$ cat config.mk
export PLATFORM = sky130hd
export DESIGN_NAME = sico_play_stream
export DESIGN_NICKNAME = d
export VERILOG_FILES = /design/src/rtl/sico_play_stream_pkg.sv /design/src/rtl/sico_stream_fifo.sv /design/src/rtl/sico_play_stream.sv
export SDC_FILE = /design/constraint.sdc
export NUM_CORES = 1
export LEC_CHECK = 0
export CAP_MARGIN = 10
export CORE_MARGIN = 2
export CORE_UTILIZATION = 48
export CTS_BUF_LIST = sky130_fd_sc_hd__clkbuf_16
export CTS_CLUSTER_DIAMETER = 80
export DETAILED_ROUTE_END_ITERATION = 16
export GPL_TIMING_DRIVEN = 0
export PLACE_DENSITY = 0.83
export SYNTH_ARGS = -nofsm -noshare
export SYNTH_HDL_FRONTEND = slang
export SYNTH_SLANG_ARGS = --single-unit
$ cat constraint.sdc
create_clock -name clk_i -period 2 [get_ports clk_i]
set_clock_uncertainty 0.15 [all_clocks]
set_input_delay 0.4 -clock clk_i [delete_from_list [all_inputs] [get_ports clk_i]]
set_output_delay 0.4 -clock clk_i [all_outputs]
set_load 0.02 [all_outputs]
$ cat src/rtl/sico_play_stream_pkg.sv
// Shared types and constants for the co-simulation player stream stage.
package SiCoStreamPkg;

  // Filter FSM states: IDLE waits for a change, SETTLE waits for it to hold.
  typedef enum logic {
    IDLE   = 1'b0,
    SETTLE = 1'b1
  } state_e;

  // Dropped-value counter width and its saturation point.
  localparam int DROP_CNT_W = 16;
  localparam logic [DROP_CNT_W-1:0] DROP_CNT_MAX = '1;

  // Saturating increment for the drop counter.
  function automatic logic [DROP_CNT_W-1:0] sat_inc(input logic [DROP_CNT_W-1:0] c);
    return (c == DROP_CNT_MAX) ? c : c + 1'b1;
  endfunction

endpackage

$ cat src/rtl/sico_stream_fifo.sv
// Register-array FIFO with extra-MSB pointers to tell full from empty.
// A push while full is ignored here; the caller decides what a drop means.
module sico_stream_fifo #(
  parameter int WIDTH = 1,
  parameter int DEPTH = 4
) (
  input  logic             clk,
  input  logic             rst,
  input  logic             push,
  input  logic [WIDTH-1:0] wdata,
  output logic             full,
  input  logic             pop,
  output logic             empty,
  output logic [WIDTH-1:0] head
);

  localparam int AW = $clog2(DEPTH);
  localparam int PW = AW + 1;

  logic [DEPTH-1:0][WIDTH-1:0] mem;
  logic [PW-1:0]               wr_ptr;
  logic [PW-1:0]               rd_ptr;
  logic                        do_push;
  logic                        do_pop;

  // Full when indices match but wrap bits differ.
  assign full    = (wr_ptr[AW] != rd_ptr[AW]) && (wr_ptr[AW-1:0] == rd_ptr[AW-1:0]);
  assign empty   = (wr_ptr == rd_ptr);
  assign head    = mem[rd_ptr[AW-1:0]];
  // Fullness is the pre-pop view, so a push to a full FIFO never sneaks in
  // behind a same-cycle pop.
  assign do_push = push & ~full;
  assign do_pop  = pop & ~empty;

  // Storage and pointers; storage is cleared so the head reads 0 after reset.
  always_ff @(posedge clk) begin
    if (rst) begin
      mem    <= '0;
      wr_ptr <= '0;
      rd_ptr <= '0;
    end else begin
      if (do_push) begin
        mem[wr_ptr[AW-1:0]] <= wdata;
        wr_ptr              <= wr_ptr + PW'(1);
      end
      if (do_pop) begin
        rd_ptr <= rd_ptr + PW'(1);
      end
    end
  end

endmodule

$ cat src/rtl/sico_play_stream.sv
// Samples an unclocked player value into clk_i, rejects transitional glitches
// and emits each settled change as one beat through a small FIFO.
// Optional feature macro: SICO_PLAY_STREAM_DROPCNT_EN builds the 16-bit
// saturating drop counter; without it drop_cnt_o is tied to zero.
module sico_play_stream
  import SiCoStreamPkg::*;
#(
  parameter int               WIDTH         = 1,
  parameter int               SYNC_STAGES   = 2,
  parameter int               STABLE_CYCLES = 2,
  parameter int               DEPTH         = 4,
  parameter logic [WIDTH-1:0] RST_VAL       = {WIDTH{1'b0}}
) (
  input  logic                  clk_i,
  input  logic                  rst_i,
  input  logic [WIDTH-1:0]      val_i,
  output logic [WIDTH-1:0]      data_o,
  output logic                  valid_o,
  input  logic                  ready_i,
  output logic                  overflow_o,
  output logic [DROP_CNT_W-1:0] drop_cnt_o
);

  // Counter only needs to reach STABLE_CYCLES-1.
  localparam int            CW       = (STABLE_CYCLES > 1) ? $clog2(STABLE_CYCLES) : 1;
  localparam logic [CW-1:0] CNT_LAST = CW'(STABLE_CYCLES - 1);
  localparam logic [CW-1:0] CNT_ONE  = CW'(1);

  logic [SYNC_STAGES-1:0][WIDTH-1:0] sync_q;
  logic [WIDTH-1:0]                  synced;

  state_e           state, state_nx;
  logic [WIDTH-1:0] last, last_nx;
  logic [WIDTH-1:0] cand, cand_nx;
  logic [CW-1:0]    cnt, cnt_nx;
  logic             push_req;
  logic [WIDTH-1:0] push_val;

  logic             fifo_full;
  logic             fifo_empty;
  logic             drop;
  logic             overflow_q;

  // Synchronizer shift chain; the last flop is the only one the FSM looks at.
  always_ff @(posedge clk_i) begin
    if (rst_i) sync_q <= '0;
    else       sync_q <= {sync_q[SYNC_STAGES-2:0], val_i};
  end

  assign synced = sync_q[SYNC_STAGES-1];

  // FSM state register.
  always_ff @(posedge clk_i) begin
    if (rst_i) state <= IDLE;
    else       state <= state_nx;
  end

  // FSM next-state logic.
  always_comb begin
    state_nx = state;
    case (state)
      IDLE: begin
        // With single-cycle stability a change is taken straight from IDLE.
        if ((synced != last) && (STABLE_CYCLES > 1)) state_nx = SETTLE;
      end
      SETTLE: begin
        if (synced == cand) begin
          if (cnt == CNT_LAST) state_nx = IDLE;
        end else if (synced == last) begin
          state_nx = IDLE;
        end
      end
      default: state_nx = IDLE;
    endcase
  end

  // FSM outputs: push request and next values of last/cand/cnt.
  always_comb begin
    push_req = 1'b0;
    push_val = cand;
    last_nx  = last;
    cand_nx  = cand;
    cnt_nx   = cnt;
    case (state)
      IDLE: begin
        if (synced != last) begin
          if (STABLE_CYCLES == 1) begin
            push_req = 1'b1;
            push_val = synced;
            last_nx  = synced;
          end else begin
            cand_nx = synced;
            cnt_nx  = CNT_ONE;
          end
        end
      end
      SETTLE: begin
        if (synced == cand) begin
          if (cnt == CNT_LAST) begin
            push_req = 1'b1;
            push_val = cand;
            // last moves even if the FIFO drops the value: no retry.
            last_nx  = cand;
          end else begin
            cnt_nx = cnt + CNT_ONE;
          end
        end else if (synced != last) begin
          // Moved to a third value: restart settling on it.
          cand_nx = synced;
          cnt_nx  = CNT_ONE;
        end
      end
      default: ;
    endcase
  end

  // Filter datapath registers.
  always_ff @(posedge clk_i) begin
    if (rst_i) begin
      last <= RST_VAL;
      cand <= '0;
      cnt  <= '0;
    end else begin
      last <= last_nx;
      cand <= cand_nx;
      cnt  <= cnt_nx;
    end
  end

  sico_stream_fifo #(
    .WIDTH (WIDTH),
    .DEPTH (DEPTH)
  ) u_fifo (
    .clk   (clk_i),
    .rst   (rst_i),
    .push  (push_req),
    .wdata (push_val),
    .full  (fifo_full),
    .pop   (valid_o & ready_i),
    .empty (fifo_empty),
    .head  (data_o)
  );

  assign valid_o = ~fifo_empty;
  assign drop    = push_req & fifo_full;

  // Sticky overflow flag.
  always_ff @(posedge clk_i) begin
    if (rst_i)     overflow_q <= 1'b0;
    else if (drop) overflow_q <= 1'b1;
  end

  assign overflow_o = overflow_q;

`ifdef SICO_PLAY_STREAM_DROPCNT_EN
  logic [DROP_CNT_W-1:0] drop_cnt;

  // Saturating count of dropped values.
  always_ff @(posedge clk_i) begin
    if (rst_i)     drop_cnt <= '0;
    else if (drop) drop_cnt <= sat_inc(drop_cnt);
  end

  assign drop_cnt_o = drop_cnt;
`else
  assign drop_cnt_o = '0;
`endif

endmodule

# Word-level counts from Yosys, hierarchy flattened

Index checks and enable logic that the tools add are counted.
Widths: inputs -> output; s select.

Flip-flop bits (word level): 17
Input bits: 4
Logic and storage cells: 56

Add/subtract/negate cells: 3
$lt $le $gt $ge: 3
Equal/unequal tests: 7
Multiplexer cells: 20
Bitwise operators: 7
Reduce and logical (&&, ||, !) cells: 3

Operators with widths:

| kind                | number |
|---|---|
| $mux 1              | 14 |
| $add 3x1->3 const B | 2 |
| $lt 2x3->1 const B  | 2 |
| $pmux 1 s2          | 3 |
| $and 1x1->1         | 4 |
| $bwmux 4            | 1 |
| $eq 3x3->1          | 1 |
| $not 1->1           | 3 |
| $reduce_and 3->1    | 1 |
| $bmux 1 s2          | 1 |
| $demux 1 s2         | 1 |
| $eq 1x1->1          | 2 |
| $eq 2x2->1          | 1 |
| $ge 2x1->1 const B  | 1 |
| $logic_and 1x1->1   | 2 |
| $ne 1x1->1          | 2 |
| $ne 2x2->1 const B  | 1 |
| $add 1x1->1 const B | 1 |

# Depth between registers and ports, before layout

Gate-level depths: netlist (run 1).

Depth after elaboration: 5
Gate-level depth with buffers: 6

# Hierarchy

From an unflattened synthesis (run 1), not the netlist that was laid out.

Cells, all modules: 121
Area, all modules: 1102.3 um^2

Modules (own cells, without submodules):

| module           | instances | cells an instance | area an instance (um^2) |
|---|---|---|---|
| sico_stream_fifo | 1         | 67                | 651.9 |
| sico_play_stream | 1         | 54                | 450.4 |

# Worst setup path before layout (run 1)

No wires, ideal clock.

Path type: flip-flop to output port
Start: register u_fifo.rd_ptr[0]
End: output valid_o
Data arrival time: 0.982 ns
Required time: 1.450 ns
Slack: 0.468 ns
Stages on the path, launching flop included: 3
Path through: dfxtp_1 -> xor2_1 -> or3_1

Cells in the longest elaborated chain, start to end: 2

Ends and longest elaborated chain:

| what                     | RTL line                | RTL |
|---|---|---|
| start: declaration       | sico_stream_fifo.sv:22  | `logic [PW-1:0] rd_ptr;` |
| start signal: assignment | sico_stream_fifo.sv:47  | `rd_ptr <= rd_ptr + PW'(1);` |
| $eq 3x3->1               | sico_stream_fifo.sv:28  | `assign empty = (wr_ptr == rd_ptr);` |
| $not 1->1                | sico_play_stream.sv:144 | `assign valid_o = ~fifo_empty;` |
| end: declaration         | sico_play_stream.sv:18  | `output logic valid_o,` |

No other way between the ends.

# Final worst setup path (run 1)

Start: register u_fifo.rd_ptr[1]
End: output data_o

Cells in the longest elaborated chain, start to end: 2

Ends and longest elaborated chain:

| what                         | RTL line               | RTL |
|---|---|---|
| $bmux 1 s2                   | sico_stream_fifo.sv:29 | `assign head = mem[rd_ptr[AW-1:0]];` |
| $mux 1 (implied by the code) | sico_stream_fifo.sv:29 |  |
| end: declaration             | sico_play_stream.sv:17 | `output logic [WIDTH-1:0] data_o,` |

No other way between the ends. The select of a mux whose other input is x is not followed.

==> impl_metrics.json, run 1 <==
{
  "nets": 143,
  "fin_ws_ns": 0.04256,
  "cts.sinks": 17,
  "hold_start": "sync_q[0]$_SDFF_PP0_",
  "drt-pass1-iter-count": 4,
  "ys.warnings.count": 0,
  "wl_um": 1759,
  "p_total_uw": 874.7,
  "timing.rr.end": "u_fifo.mem[3]$_SDFFE_PP0P_",
  "maxCapViolations": 0,
  "crit_type": "reg -> out",
  "synthToLayoutAreaGrowth_pct": 24.23,
  "finalSetupViolCount": 0,
  "hp-class": "reg -> reg",
  "peakVddDrop_v": 0.0004734,
  "instances_no_fill": 160,
  "htree_levels": 1,
  "p_seq_share_pct": 41.4,
  "syn_area_um2": 975.9,
  "grt_max_degree": 11,
  "dpl_worst_slack_ns": -0.05726,
  "worstPathCellList": "mux4_2 > clkdlybuf4s15_2",
  "clockRootBuffer": "clkbuf_16",
  "power_frac_clock_pct": 45.2,
  "slowest_stage": "mux4_2",
  "power_frac_comb_pct": 13.5,
  "cts_buffer_depth": 2,
  "antenna_found_initial": 0,
  "std_cell_rows": 16,
  "p_per_area_nw_per_um2": 721.5,
  "cts_tree": "yes",
  "synth-seq-area-share_pct": 34.87,
  "rsz0062_at_grt": "false",
  "core_region_area_um2": 1942,
  "die_w_um": 49.09,
  "fin_crit_sh_pct": 97.87,
  "fin_crit_ns": 1.957,
  "clk_pin_slew_ns": 0.05,
  "hold_slack_ns": 0.2918,
  "portBuffers": 5,
  "crit_start": "u_fifo.rd_ptr[1]$_SDFFE_PP0P_",
  "hold_end": "synced$_SDFF_PP0_",
  "layout_common_cells": "buf_4 (16), conb_1 (16), dfxtp_1 (13)",
  "finalSetupTns_ns": 0,
  "synth_cell_types": 28,
  "p_leak_uw": 0.0005576,
  "final_antenna_net_count": 0,
  "r2r_slack_ns": 0.35,
  "internal_power_uw": 669.0,
  "grt-ovfl-total": 0,
  "cts_made_buffers": 3,
  "die_area_um2": 2410,
  "viasPerCell": 4.569,
  "cp-start-kind": "flip-flop",
  "crit_required_ns": 1.45,
  "outcome": "completed",
  "io_pins": 23,
  "post_drt_wl_per_cell_um": 10.99,
  "cts_hold_buf": 0,
  "vias": 731,
  "endpoint_kind": "output port",
  "max_freq_mhz": 510.9,
  "drtIter0Drc": 5,
  "grt_first_pass_wirelength_um": 3008,
  "hpwl_um": 1319,
  "r2r-start": "cand$_SDFFE_PP0P_",
  "drc": 0,
  "reg2reg_depth": 6,
  "crit_fanout": 4,
  "holdPathStages": 1,
  "antenna_cells": 0,
  "avgSynthCellArea_um2": 8.954,
  "initial_core_util_pct": 50.26,
  "grt_pass1_vias": 697,
  "critical_path.max_stage_delay_ns": 0.51,
  "drive_above_1_share_pct": 23.31,
  "switchingPower_uw": 205.7,
  "die_h_um": 49.09,
  "slew_violations": 0,
  "dpl.cell_count": 156,
  "arrival_ns": 1.41,
  "finalHoldViolCount": 0,
  "postSynthCellCount": 109,
  "place.gp.congestion": 0.8240,
  "clock_latency_ns": 0.25,
  "track_usage_pct": 16.62,
  "swShare_pct": 23.52,
  "synth-seq-cells": 17
}
-- routing by layer --
| layer | track usage (%) | share of wire, % | up-vias |
|---|---|---|---|
| met1 | 17.76 | 42 | 326 |
| met3 | 3.988 | 5.6 | 5 |
| li1 | - | - | 371 |
| met5 | 0 | 0 | - |
| met2 | 29.95 | 50 | 29 |
| met4 | 8.571 | 2.3 | 0 |
-- how the worst max path moves through the flow --
stage               cells past startpoint       to  slack (ns)
global route                            2   data_o      0.0007
floorplan                               2  valid_o        0.47
CTS                                     3  valid_o       0.004
global placement                        3  valid_o       -0.05
detailed placement                      3  valid_o       -0.06
finish                                  2   data_o        0.04
-- kinds of logic after synthesis --
logic type,Yosys count,share of synthesized area [%]
mux,8,9.487
flops,17,34.87
simple gates,35,18.33
fa+ha+maj,5,6.410
compound gates,11,7.179
buf+inv,24,16.15
xor+xnor,8,7.180
other cells,1,0.3842
-- critical path, delay by kind of cell (launching register included) --
family / cells / cell delay, ns
mux: 1 / 0.51
flops: 1 / 0.38
buf+inv: 1 / 0.27
-- flip-flops by register name, summed over array words and instances, names as in the netlist --
register,count
cnt,1
last,1
u_fifo.rd_ptr,3
state,1
u_fifo.mem,4
overflow_o,1
u_fifo.wr_ptr,3
cand,1
synced,1
sync_q,1
-- stage by stage --
step / instance area, um2 / util, %
after floorplan: 1032 / -
after global placement: 1116 / 57.47
after detailed placement: 1116 / 57.47
after CTS: 1216 / 62.63
after global routing: 1212 / 62.44
final: 1212 / 62.44
-- area by class of cell --
cell class / count / area (um2)
buffer: 20 / 142.6
clock buffer: 3 / 75.07
clock inverter: 1 / 5.005
fill: 155 / 729.5
inverter: 4 / 15.01
multi-input combinational: 83 / 549.3
sequential: 17 / 345.3
tap: 27 / 33.78
timing repair buffer: 5 / 46.29
-- synth_stat cells --
library cell  number  share of area, %
nand2_1            5               1.9
or2b_1             1              0.77
o311a_1            1               1.0
a21oi_1            5               2.6
o21ai_0            1              0.51
buf_6              1               1.2
nand2b_1           7               4.5
mux4_2             1               2.3
ha_1               5               6.4
inv_1              4               1.5
o311ai_0           2               1.8
nor2b_1            2               1.3
nand3b_1           1              0.77
nor2_1            11               4.2
conb_1             1              0.38
buf_4             16                12
nand3_1            3               1.5
dfxtp_1           17                35
xor2_1             5               4.5
mux2i_1            7               7.2
o21ai_1            1              0.51
and2_4             1              0.90
clkbuf_1           3               1.2
and2_1             2               1.3
o31ai_1            1              0.77
nor3_1             1              0.51
or3_1              1              0.64
xnor2_1            3               2.7
-- power groups by stage --
stage | Sequential [uW] | Clock [uW] | Combinational (uW)
floorplan | 365 | 0 | 98.5
global placement | 366 | 0 | 113
detailed placement | 367 | 0 | 117
CTS | 361 | 399 | 118
global route | 363 | 419 | 129
finish | 362 | 395 | 118
-- what timing repair did --
action                                  CTS  global route
endpoints found under the hold margin     0             0
setup buffers                             0             0
endpoints found under the setup margin    2             1
resized for setup                        10             3
Note: power is estimated with default switching activity, not from simulation.
==> run 2: changes to the inputs <==
- CTS_CLUSTER_SIZE: unset -> 8
==> results of run 2 <==
The final DEF is identical to that of run 1; final timing and power are the same.
==> run 3: changes to the inputs <==
- CAP_MARGIN: 10 -> 20
- SKIP_CTS_REPAIR_TIMING: unset -> 1
- SLEW_MARGIN: unset -> 20
==> impl_metrics.json, run 3 (same netlist as run 1, synthesis figures left out) <==
{
  "crit_type": "reg -> out",
  "initial_core_util_pct": 50.26,
  "slew_violations": 0,
  "switchingPower_uw": 206.9,
  "clock_latency_ns": 0.25,
  "drive_above_1_share_pct": 21.05,
  "timing.rr.end": "u_fifo.mem[2]$_SDFFE_PP0P_",
  "finalSetupViolCount": 0,
  "largest_reg_flops": 4,
  "rsz0062_at_grt": "false",
  "die_area_um2": 2410,
  "arrival_ns": 1.39,
  "critical_path.max_stage_delay_ns": 0.46,
  "cp-start-kind": "flip-flop",
  "core_region_area_um2": 1942,
  "layout_common_cells": "buf_4 (16), conb_1 (16), dfxtp_1 (14)",
  "power_frac_comb_pct": 13.6,
  "r2r-start": "u_fifo.wr_ptr[1]$_SDFFE_PP0P_",
  "crit_fanout": 5,
  "cts.sinks": 17,
  "std_cell_rows": 16,
  "cts_buffer_depth": 2,
  "viasPerCell": 4.544,
  "holdPathStages": 1,
  "regMostFlops": "u_fifo.mem",
  "outcome": "completed",
  "hold_slack_ns": 0.2961,
  "crit_start": "u_fifo.wr_ptr[1]$_SDFFE_PP0P_",
  "place.gp.congestion": 0.8240,
  "clockRootBuffer": "clkbuf_16",
  "nets": 143,
  "slowest_stage": "dfxtp_1",
  "portBuffers": 5,
  "swShare_pct": 23.57,
  "worstPathCellList": "xor2_2 > or3_1 > dlymetal6s2s_1",
  "track_usage_pct": 16.60,
  "hp-class": "reg -> reg",
  "cts_tree": "yes",
  "fin_ws_ns": 0.05944,
  "final_antenna_net_count": 0,
  "reg.largest.list": "u_fifo.mem: 4 flops, u_fifo.rd_ptr: 3 flops, u_fifo.wr_ptr: 3 flops",
  "r2r_slack_ns": 0.33,
  "p_seq_share_pct": 41.2,
  "post_drt_wl_per_cell_um": 11.01,
  "hold_start": "sync_q[0]$_SDFF_PP0_",
  "p_per_area_nw_per_um2": 719.6,
  "die_h_um": 49.09,
  "design_area_um2": 1220,
  "crit_required_ns": 1.45,
  "fin_crit_ns": 1.941,
  "wl_um": 1762,
  "reg2reg_depth": 5,
  "cts_made_buffers": 3,
  "io_pins": 23,
  "antenna_found_initial": 0,
  "synthToLayoutAreaGrowth_pct": 25.00,
  "internal_power_uw": 670.9,
  "grt_pass1_vias": 695,
  "drtIter0Drc": 6,
  "hold_end": "synced$_SDFF_PP0_",
  "drc": 0,
  "max_freq_mhz": 515.3,
  "hpwl_um": 1319,
  "grt_first_pass_wirelength_um": 3015,
  "drt-pass1-iter-count": 4,
  "power_frac_clock_pct": 45.2,
  "grt-ovfl-total": 0,
  "antenna_cells": 0,
  "maxCapViolations": 0,
  "finalHoldViolCount": 0,
  "htree_levels": 1,
  "grt_max_degree": 11,
  "vias": 727,
  "dpl_worst_slack_ns": -0.05726,
  "utilization_pct": 62.82,
  "finalSetupTns_ns": 0,
  "place_area_um2": 1116,
  "p_leak_uw": 0.0005912,
  "endpoint_kind": "output port",
  "peakVddDrop_v": 0.0004761,
  "fin_crit_sh_pct": 97.03,
  "clk_pin_slew_ns": 0.05,
  "die_w_um": 49.09
}
==> run 3: cell count changes in the layout (fill, tap and decap cells not counted) <==
cell	delta
clkdlybuf4s15_2	-1
buf_2	-1
dfxtp_2	-1
dlymetal6s2s_1	+2
dfxtp_1	+1
==> run 3: area by class of cell <==
| cell class | instances | area, um2 |
|---|---|---|
| Multi-Input combinational cell | 83 | 549.3 |
| Timing Repair Buffer | 5 | 55.05 |
| Clock buffer | 3 | 75.07 |
| Sequential cell | 17 | 344.1 |
| Tap cell | 27 | 33.78 |
| Clock inverter | 1 | 5.005 |
| Buffer | 20 | 142.6 |
| Fill cell | 153 | 721.9 |
| Inverter | 4 | 15.01 |
==> run 3: power groups by stage <==
| stage | registers, uW | clock network, uW | logic (uW) |
|---|---|---|---|
| after floorplan | 365 | 0 | 98.5 |
| after global placement | 366 | 0 | 113 |
| after detailed placement | 367 | 0 | 117 |
| after CTS | 360 | 399 | 118 |
| after global routing | 363 | 419 | 131 |
| final | 362 | 396 | 119 |
==> run 3: worst max-delay path by stage <==
| stage | to | slack [ns] | depth (start not counted) |
|---|---|---|---|
| global placement | valid_o | -0.05 | 3 |
| floorplan | valid_o | 0.47 | 2 |
| CTS | valid_o | -0.32 | 3 |
| global route | valid_o | 0.002 | 3 |
| detailed placement | valid_o | -0.06 | 3 |
| finish | valid_o | 0.06 | 3 |
==> run 3: stage by stage <==
stage          power (uW)  std cells
2_1_floorplan       463.0        124
4_1_cts             877.8        160
3_3_place_gp        479.6        156
6_report            877.8        160
3_5_place_dp        484.7        156
5_1_grt             913.5        160
==> run 3: critical path, delay by kind of cell (launching register included) <==
| family | cells | cell delay, ns |
|---|---|---|
| xor+xnor | 1 | 0.15 |
| buf+inv | 1 | 0.21 |
| flops | 1 | 0.46 |
| simple gates | 1 | 0.31 |
==> run 3: routing by layer <==
metal	GRT usage (%)	up-vias	wire, um	share of wire [%]
li1	-	371	-	-
met1	17.88	324	747	42
met3	3.988	5	97	5.5
met2	29.73	27	878	50
met4	8.571	0	40	2.3
met5	0	-	0	0
